==> src/rtl/muldiv_sched.sv <==
// muldiv_sched: shares one multi-cycle multiplier and one divider between MUL*/DIV*/MOD* ops
// Ports: clk, rst_n (async active-low); flush_i aborts, stall_i holds the result in DONE;
//        req_valid/req_op/req_a/req_b request from execute, busy_o is the execute stall term;
//        resp_valid/resp_data formatted result; mul_*/div_* drive and collect the shared units.
// Optional: define MULDIV_DIV_CACHE_EN for a single-entry cache of the last completed divide.
module muldiv_sched #(
    parameter int DATA_W      = 32,
    parameter int CACHE_IDX_W = 0
) (
    input  logic                clk,
    input  logic                rst_n,
    input  logic                flush_i,
    input  logic                stall_i,
    input  logic                req_valid,
    input  logic [2:0]          req_op,
    input  logic [DATA_W-1:0]   req_a,
    input  logic [DATA_W-1:0]   req_b,
    output logic                busy_o,
    output logic                resp_valid,
    output logic [DATA_W-1:0]   resp_data,
    output logic                mul_en,
    output logic                mul_signed,
    output logic [DATA_W-1:0]   mul_a,
    output logic [DATA_W-1:0]   mul_b,
    input  logic [2*DATA_W-1:0] mul_out,
    input  logic                mul_done,
    output logic                div_en,
    output logic                div_signed,
    output logic [DATA_W-1:0]   div_a,
    output logic [DATA_W-1:0]   div_b,
    input  logic [DATA_W-1:0]   div_q,
    input  logic [DATA_W-1:0]   div_r,
    input  logic                div_done
);
    typedef enum logic [1:0] {IDLE, RUN_MUL, RUN_DIV, DONE} state_t;

    if (CACHE_IDX_W != 0) begin : g_cfg_err
        $error("muldiv_sched: only a single-entry divide cache is supported (CACHE_IDX_W must be 0)");
    end

    state_t            state, state_d;
    logic [1:0]        op_q;
    logic [DATA_W-1:0] a_q, b_q, res_q, res_d;
    logic              hit;
    logic [DATA_W-1:0] hit_data;
    logic              take;

    assign take = (state == IDLE) & req_valid & ~flush_i;

`ifdef MULDIV_DIV_CACHE_EN
    logic              c_valid, c_sgn, c_wr;
    logic [DATA_W-1:0] c_a, c_b, c_q, c_r;
    // req_op[1] clear means a signed divide (Q/R)
    assign hit      = c_valid & (req_a == c_a) & (req_b == c_b) & (c_sgn == ~req_op[1]);
    assign hit_data = req_op[0] ? c_r : c_q;
    assign c_wr     = (state == RUN_DIV) & div_done & ~flush_i;
    always_ff @(posedge clk or negedge rst_n) begin
        if (!rst_n) begin
            c_valid <= 1'b0;
            c_sgn   <= 1'b0;
            c_a     <= '0;
            c_b     <= '0;
            c_q     <= '0;
            c_r     <= '0;
        end else if (c_wr) begin
            c_valid <= 1'b1;
            c_sgn   <= ~op_q[1];
            c_a     <= a_q;
            c_b     <= b_q;
            c_q     <= div_q;
            c_r     <= div_r;
        end
    end
`else
    assign hit      = 1'b0;
    assign hit_data = '0;
`endif

    always_comb begin
        state_d = state;
        res_d   = res_q;
        mul_en  = 1'b0;
        div_en  = 1'b0;
        case (state)
            IDLE: if (take) begin
                // reserved op, zero divisor and cache hits finish without touching a unit
                state_d = (req_op == 3'd3 || (req_op[2] && (req_b == '0 || hit))) ? DONE :
                          req_op[2] ? RUN_DIV : RUN_MUL;
                res_d   = (req_op[2] && req_b != '0 && hit) ? hit_data : '0;
            end
            RUN_MUL: begin
                mul_en  = ~mul_done & ~flush_i;
                state_d = flush_i ? IDLE : mul_done ? DONE : RUN_MUL;
                if (!flush_i && mul_done)
                    res_d = (op_q == 2'd0) ? mul_out[DATA_W-1:0] : mul_out[2*DATA_W-1:DATA_W];
            end
            RUN_DIV: begin
                div_en  = ~div_done & ~flush_i;
                state_d = flush_i ? IDLE : div_done ? DONE : RUN_DIV;
                if (!flush_i && div_done)
                    res_d = op_q[0] ? div_r : div_q;
            end
            DONE:    state_d = (flush_i || !stall_i) ? IDLE : DONE;
            default: state_d = IDLE;
        endcase
    end

    always_ff @(posedge clk or negedge rst_n) begin
        if (!rst_n) begin
            state <= IDLE;
            res_q <= '0;
            op_q  <= '0;
            a_q   <= '0;
            b_q   <= '0;
        end else begin
            state <= state_d;
            res_q <= res_d;
            if (take) begin
                op_q <= req_op[1:0];
                a_q  <= req_a;
                b_q  <= req_b;
            end
        end
    end

    assign mul_a      = a_q;
    assign mul_b      = b_q;
    assign div_a      = a_q;
    assign div_b      = b_q;
    assign mul_signed = (state == RUN_MUL) & (op_q != 2'd2);
    assign div_signed = (state == RUN_DIV) & ~op_q[1];
    assign resp_valid = (state == DONE);
    assign resp_data  = res_q;
    // gated by rst_n so every output reads 0 while reset is held
    assign busy_o     = rst_n & req_valid & (state != DONE);
endmodule
==> config.mk <==
export PLATFORM = sky130hd
export DESIGN_NAME = muldiv_sched
export DESIGN_NICKNAME = d
export VERILOG_FILES = /design/src/rtl/muldiv_sched.sv
export SDC_FILE = /design/constraint.sdc
export NUM_CORES = 1
export LEC_CHECK = 0
export ABC_AREA = 1
export CORE_AREA = 4 4 139 141
export CTS_CLUSTER_SIZE = 24
export DETAILED_ROUTE_END_ITERATION = 8
export DIE_AREA = 0 0 143 145
export GPL_TIMING_DRIVEN = 0
export HOLD_SLACK_MARGIN = 0.15
export PLACE_DENSITY_LB_ADDON = 0.3
export SYNTH_ARGS = -nofsm -noshare
export SYNTH_HDL_FRONTEND = slang
export SYNTH_SLANG_ARGS = --single-unit
==> constraint.sdc <==
create_clock -name clk -period 2.6 [get_ports clk]
set_input_delay 0.39 -clock clk [delete_from_list [all_inputs] [get_ports clk]]
set_output_delay 0.39 -clock clk [all_outputs]
set_load 0.005 [all_outputs]
# Word-level counts from Yosys, hierarchy flattened
# Cells that the tools add are included.
# classes
n_eq_ne,9
bitwise,12
n_mux,17
n_reduce_logical,12
# op_table
operator,count
32-bit 2-to-1 mux,5
32-bit one-hot mux with 3 select lines,1
32-bit zero test,1
2-bit 2-to-1 mux,7
2-bit != test (second input constant),5
1-bit bitwise AND,8
2-bit one-hot mux with 4 select lines,1
2-bit equality test (second input constant),2
2-bit zero test,2
1-bit NOT,4
4-bit AND reduction,1
3-bit by 2-bit equality test with 1-bit output (second input constant),1
1-bit logical AND,3
1-bit 2-to-1 mux,3
3-bit nonzero test,1
2-bit by 1-bit equality test with 1-bit output (second input constant),1
1-bit zero test,2
1-bit logical OR,2
# word_totals
reg_bits,100
in_bits,202

# Logic depth before layout (Yosys ltp)
# depth
word_depth,6
mapped_depth,9
ltp_nobuf,8

# Least setup slack after synthesis
# Ideal clock, no wire load.
# synth_timing
kind,flip-flop to output port
startpoint,register state[1]
endpoint,output port mul_en
t_arrival_ns,1.203
path_stages_with_launch,6
required_ns,2.210
path_slack_ns,1.007
path_cell_list,dfrtp_1 > inv_1 > ha_1 > clkinv_1 > buf_2 > nor3_1
# synth_between
elab_chain_len,2
# synth_lines
item,line_no,text
start: declaration,41,"state_t state, state_d;"
start signal: assignment,116,state <= state_d;
2-bit by 1-bit equality test with 1-bit output,84,case (state)
1-bit 2-to-1 mux,84,
end: declaration,21,"output logic mul_en,"
# Every way passes these cells.

# Worst setup path in the final report
# layout_timing
startpoint,input port rst_n
endpoint,output port busy_o
# layout_between
elab_chain_len,2
# layout_lines
item,line_no,text
start: declaration,11,"input logic rst_n,"
1-bit bitwise AND (2 in a row),135,assign busy_o = rst_n & req_valid & (state != DONE);
end: declaration,18,"output logic busy_o,"
# Every way passes these cells.

==> impl_table.tex <==
\begin{tabular}{lr}
\hline
Metric & Value \\
\hline
\multicolumn{2}{l}{\textbf{Status}} \\
Status & finished clean \\
\multicolumn{2}{l}{\textbf{Place}} \\
Global placement routability congestion & 0.804 \\
Number of input and output port buffers inserted & 367 \\
Sum of net half-perimeters after detailed placement & 17.9 mm \\
\multicolumn{2}{l}{\textbf{Worst setup path}} \\
Critical Path RT & 2.21 ns \\
Top fanout value on the critical path & 50 \\
Worst reg2reg setup slack & 0.48 ns \\
Worst r2r src & state[0] \\
Depth of the worst register-to-register path & 10 \\
Data arrival time of the critical path & 2.08 ns \\
Category of the worst setup path launch point & primary input \\
Category of the worst setup path capture point & output pin \\
WS Path Type & in2out \\
RR Endpoint & resp\_data[14] \\
\multicolumn{2}{l}{\textbf{Global route}} \\
Number of global-route vias before repair & 6199 \\
Maximum number of pins on one net before global-route repair & 52 \\
Global routing usage summed across all routing layers & 20.3\% \\
Grt ovf & 0 \\
Antenna violations before repair & 0 \\
Global-route wire length before repair & 33.2 mm \\
\multicolumn{2}{l}{\textbf{Clocking}} \\
Total CTS buffers & 9 \\
Worst skew pair latency & 0.34 ns \\
Clock root buffer & sky130\_fd\_sc\_hd\_\_clkbuf\_16 \\
Buffers from clock root to sink, at most & 2 \\
Clock-pin slew on the worst setup and hold paths & 0.06 ns \\
Total clock sinks & 100 \\
CTS H-tree lvls & 3 \\
TritonCTS clock tree & done \\
\multicolumn{2}{l}{\textbf{Timing}} \\
Worst clock skew & 0.00525 ns \\
Highest clock frequency the design can meet & 0.404 GHz \\
Fin crit share & 95.1\% \\
Finish-stage setup viols & 0 \\
Worst slew pin tran & 0.569 ns \\
Relative slew margins & 62.1\% \\
Number of failing hold endpoints at the final stage & 0 \\
Max-slew violations & 0 \\
Worst-case hold slack & 0.478 ns \\
Tmin final & 2.47 ns \\
Setup repair after global routing missed its margin & false \\
\multicolumn{2}{l}{\textbf{Routing}} \\
Number of nets with antenna violations after routing & 0 \\
Initial DRT Pass Iterations & 4 \\
Via density & 4.52 \\
Remaining design rule violation count & 0 \\
Average wire per cell in the routed design & 15.5 um \\
Count of vias placed by the detailed router & 6369 \\
DRC marker count from the first detailed-route iteration & 270 \\
Total Routed Length & 21.8 mm \\
\multicolumn{2}{l}{\textbf{Logic synthesis}} \\
Net count after synthesis & 1006 \\
\#FFs+latches synth & 100 \\
Synth area leader & sky130\_fd\_sc\_hd\_\_dfrtp\_1 \\
Top cells by count, synth & sky130\_fd\_sc\_hd\_\_nand2\_1 (308), sky130\_fd\_sc\_hd\_\_nor2\_1 (149), sky130\_fd\_sc\_hd\_\_dfrtp\_1 (100) \\
Cell area after technology mapping & 5650 um\^{}2 \\
Dominant synthesized flop cell & sky130\_fd\_sc\_hd\_\_dfrtp\_1 \\
Post-Syn Instances & 798 \\
Netlist cell types & 26 \\
Seq/Total Area, Yosys & 44.3\% \\
Post-synth ARST share & 100\% \\
Main area contributors after synthesis & sky130\_fd\_sc\_hd\_\_dfrtp\_1 (44\%), sky130\_fd\_sc\_hd\_\_nand2\_1 (20\%), sky130\_fd\_sc\_hd\_\_nor2\_1 (9.9\%) \\
Average cell area after synthesis & 7.08 um\^{}2 \\
Most instantiated library cell after synthesis & sky130\_fd\_sc\_hd\_\_nand2\_1 \\
Number of enable-type register cells in the synthesized netlist & 0 \\
Syn. warnings & 0 \\
Fraction of synthesized cell area taken by the top area cell type & 44.3\% \\
\multicolumn{2}{l}{\textbf{Die}} \\
Starting Density & 31.5\% \\
Height of the die & 145 um \\
Core region area & 18000 um\^{}2 \\
Chip width & 143 um \\
Cell row count & 49 \\
I/O pin count & 368 \\
Total Die Area & 20700 um\^{}2 \\
\multicolumn{2}{l}{\textbf{Power}} \\
Tot Pwr & 10.3 mW \\
Power density over the cells & 1030 nW/um\^{}2 \\
Standby leakage power & 4.79 nW \\
Maximum resistive drop on vdd & 0.559 mV \\
\multicolumn{2}{l}{\textbf{Worst hold path}} \\
Hold worst-path end & resp\_data[24] \\
Min-Delay Path Class & reg2reg \\
Number of stages on the worst hold path & 2 \\
Worst hold path startpoint & resp\_data[24] \\
\multicolumn{2}{l}{\textbf{Run}} \\
MaxCap Viol Count & 0 \\
\multicolumn{2}{l}{\textbf{Finish}} \\
Number of fill cells in the layout & 1739 \\
Relative area change from synthesis to final layout & 76.4\% \\
Number of nets in the layout & 1386 \\
Antenna fix cells & 0 \\
Ratio of cells with drive above 1 in the final layout & 9.91\% \\
\hline
\end{tabular}
==> power by group <==
group | switching (mW) | internal (mW) | total, mW | leakage (nW)
clock network | 0.582 | 0.762 | 1.34 | 0.140
logic | 2.78 | 3.50 | 6.28 | 3.37
registers | 0.508 | 2.17 | 2.68 | 1.28
==> critical path, cell delays in order <==
cell,delay (ns)
sky130_fd_sc_hd__dlygate4sd3_1,0.54
sky130_fd_sc_hd__buf_4,0.17
sky130_fd_sc_hd__buf_16,0.25
sky130_fd_sc_hd__nand2_1,0.09
sky130_fd_sc_hd__nor2_1,0.09
sky130_fd_sc_hd__clkdlybuf4s50_1,0.52
==> layout make-up <==
class | instances | area, um^2 | area share, %
Inverter | 14 | 60.1 | 0.602
Clock buffer | 10 | 239 | 2.40
Timing Repair Buffer | 371 | 3740 | 37.5
Buffer | 104 | 687 | 6.89
Sequential cell | 100 | 2500 | 25.1
Multi-Input combinational cell | 578 | 2400 | 24.1
Clock inverter | 4 | 51.3 | 0.514
Tap cell | 229 | 287 | 2.87
==> how the worst max path moves through the flow <==
stage               startpoint    endpoint  slack, ns  cells past startpoint
floorplan             state[1]      mul_en       1.01                      5
global placement         rst_n      busy_o      -3.02                      4
detailed placement    state[1]      mul_en       0.14                      6
CTS                   state[1]  mul_signed      0.006                      5
global route             rst_n      busy_o      0.005                      6
finish                   rst_n      busy_o       0.13                      6
==> stage by stage <==
| stage | utilization (%) | worst slack, ns | setup TNS [ns] | area (um^2) | instances |
|---|---|---|---|---|---|
| floorplan | - | 1.01 | 0 | 5650 | 798 |
| global placement | 53.5 | -3.02 | -288.85 | 9610 | 1394 |
| CTS | 55.5 | 0.00560 | 0 | 9970 | 1410 |
| finish | 55.5 | 0.127 | 0 | 9970 | 1410 |
| global route | 55.5 | 0.00458 | 0 | 9970 | 1410 |
| detailed placement | 53.7 | 0.144 | 0 | 9640 | 1395 |
==> cells by family (layout without fill, tap and decap cells) <==
logic type | Yosys count | in the layout | synth area share (%)
AO/OA/AOI/OAI | 75 | 75 | 6.75
AND/OR/NAND/NOR | 497 | 497 | 34.4
buffers and inverters | 120 | 503 | 13.3
flip-flops | 100 | 100 | 44.3
adder cells (fa/ha/maj) | 6 | 6 | 1.33
==> cell usage in the layout (no fill, tap or decap), drive strengths merged, types with 6 or more instances in the layout <==
cell and count:
clkdlybuf4s50 365, nand2 309, nor2 150, dfrtp 100, buf 95, o21ai 68, nand3 36, clkbuf 23
inv 12, ha 6
==> layer usage <==
metal  wire length, um  vias up  track usage [%]
met4               533        0             7.37
met2             11500      260             37.9
met1              7810     2899             21.4
met5                 0        -                0
li1                  -     3181                -
met3              1970       29             5.53
==> state kept, by name, indices dropped and copies added (netlist names) <==
signal and flops:
op_q 2, div_b 32, div_a 32, state 2
resp_data 32
==> what timing repair did <==
item                                   in CTS  in global routing
setup endpoints to repair                   3                  1
gates resized for setup                     4                  1
setup buffers                               1                  0
hold buffers                                2                  0
endpoints found under the hold margin      51                  0
Note: power is estimated with default switching activity, not from simulation.
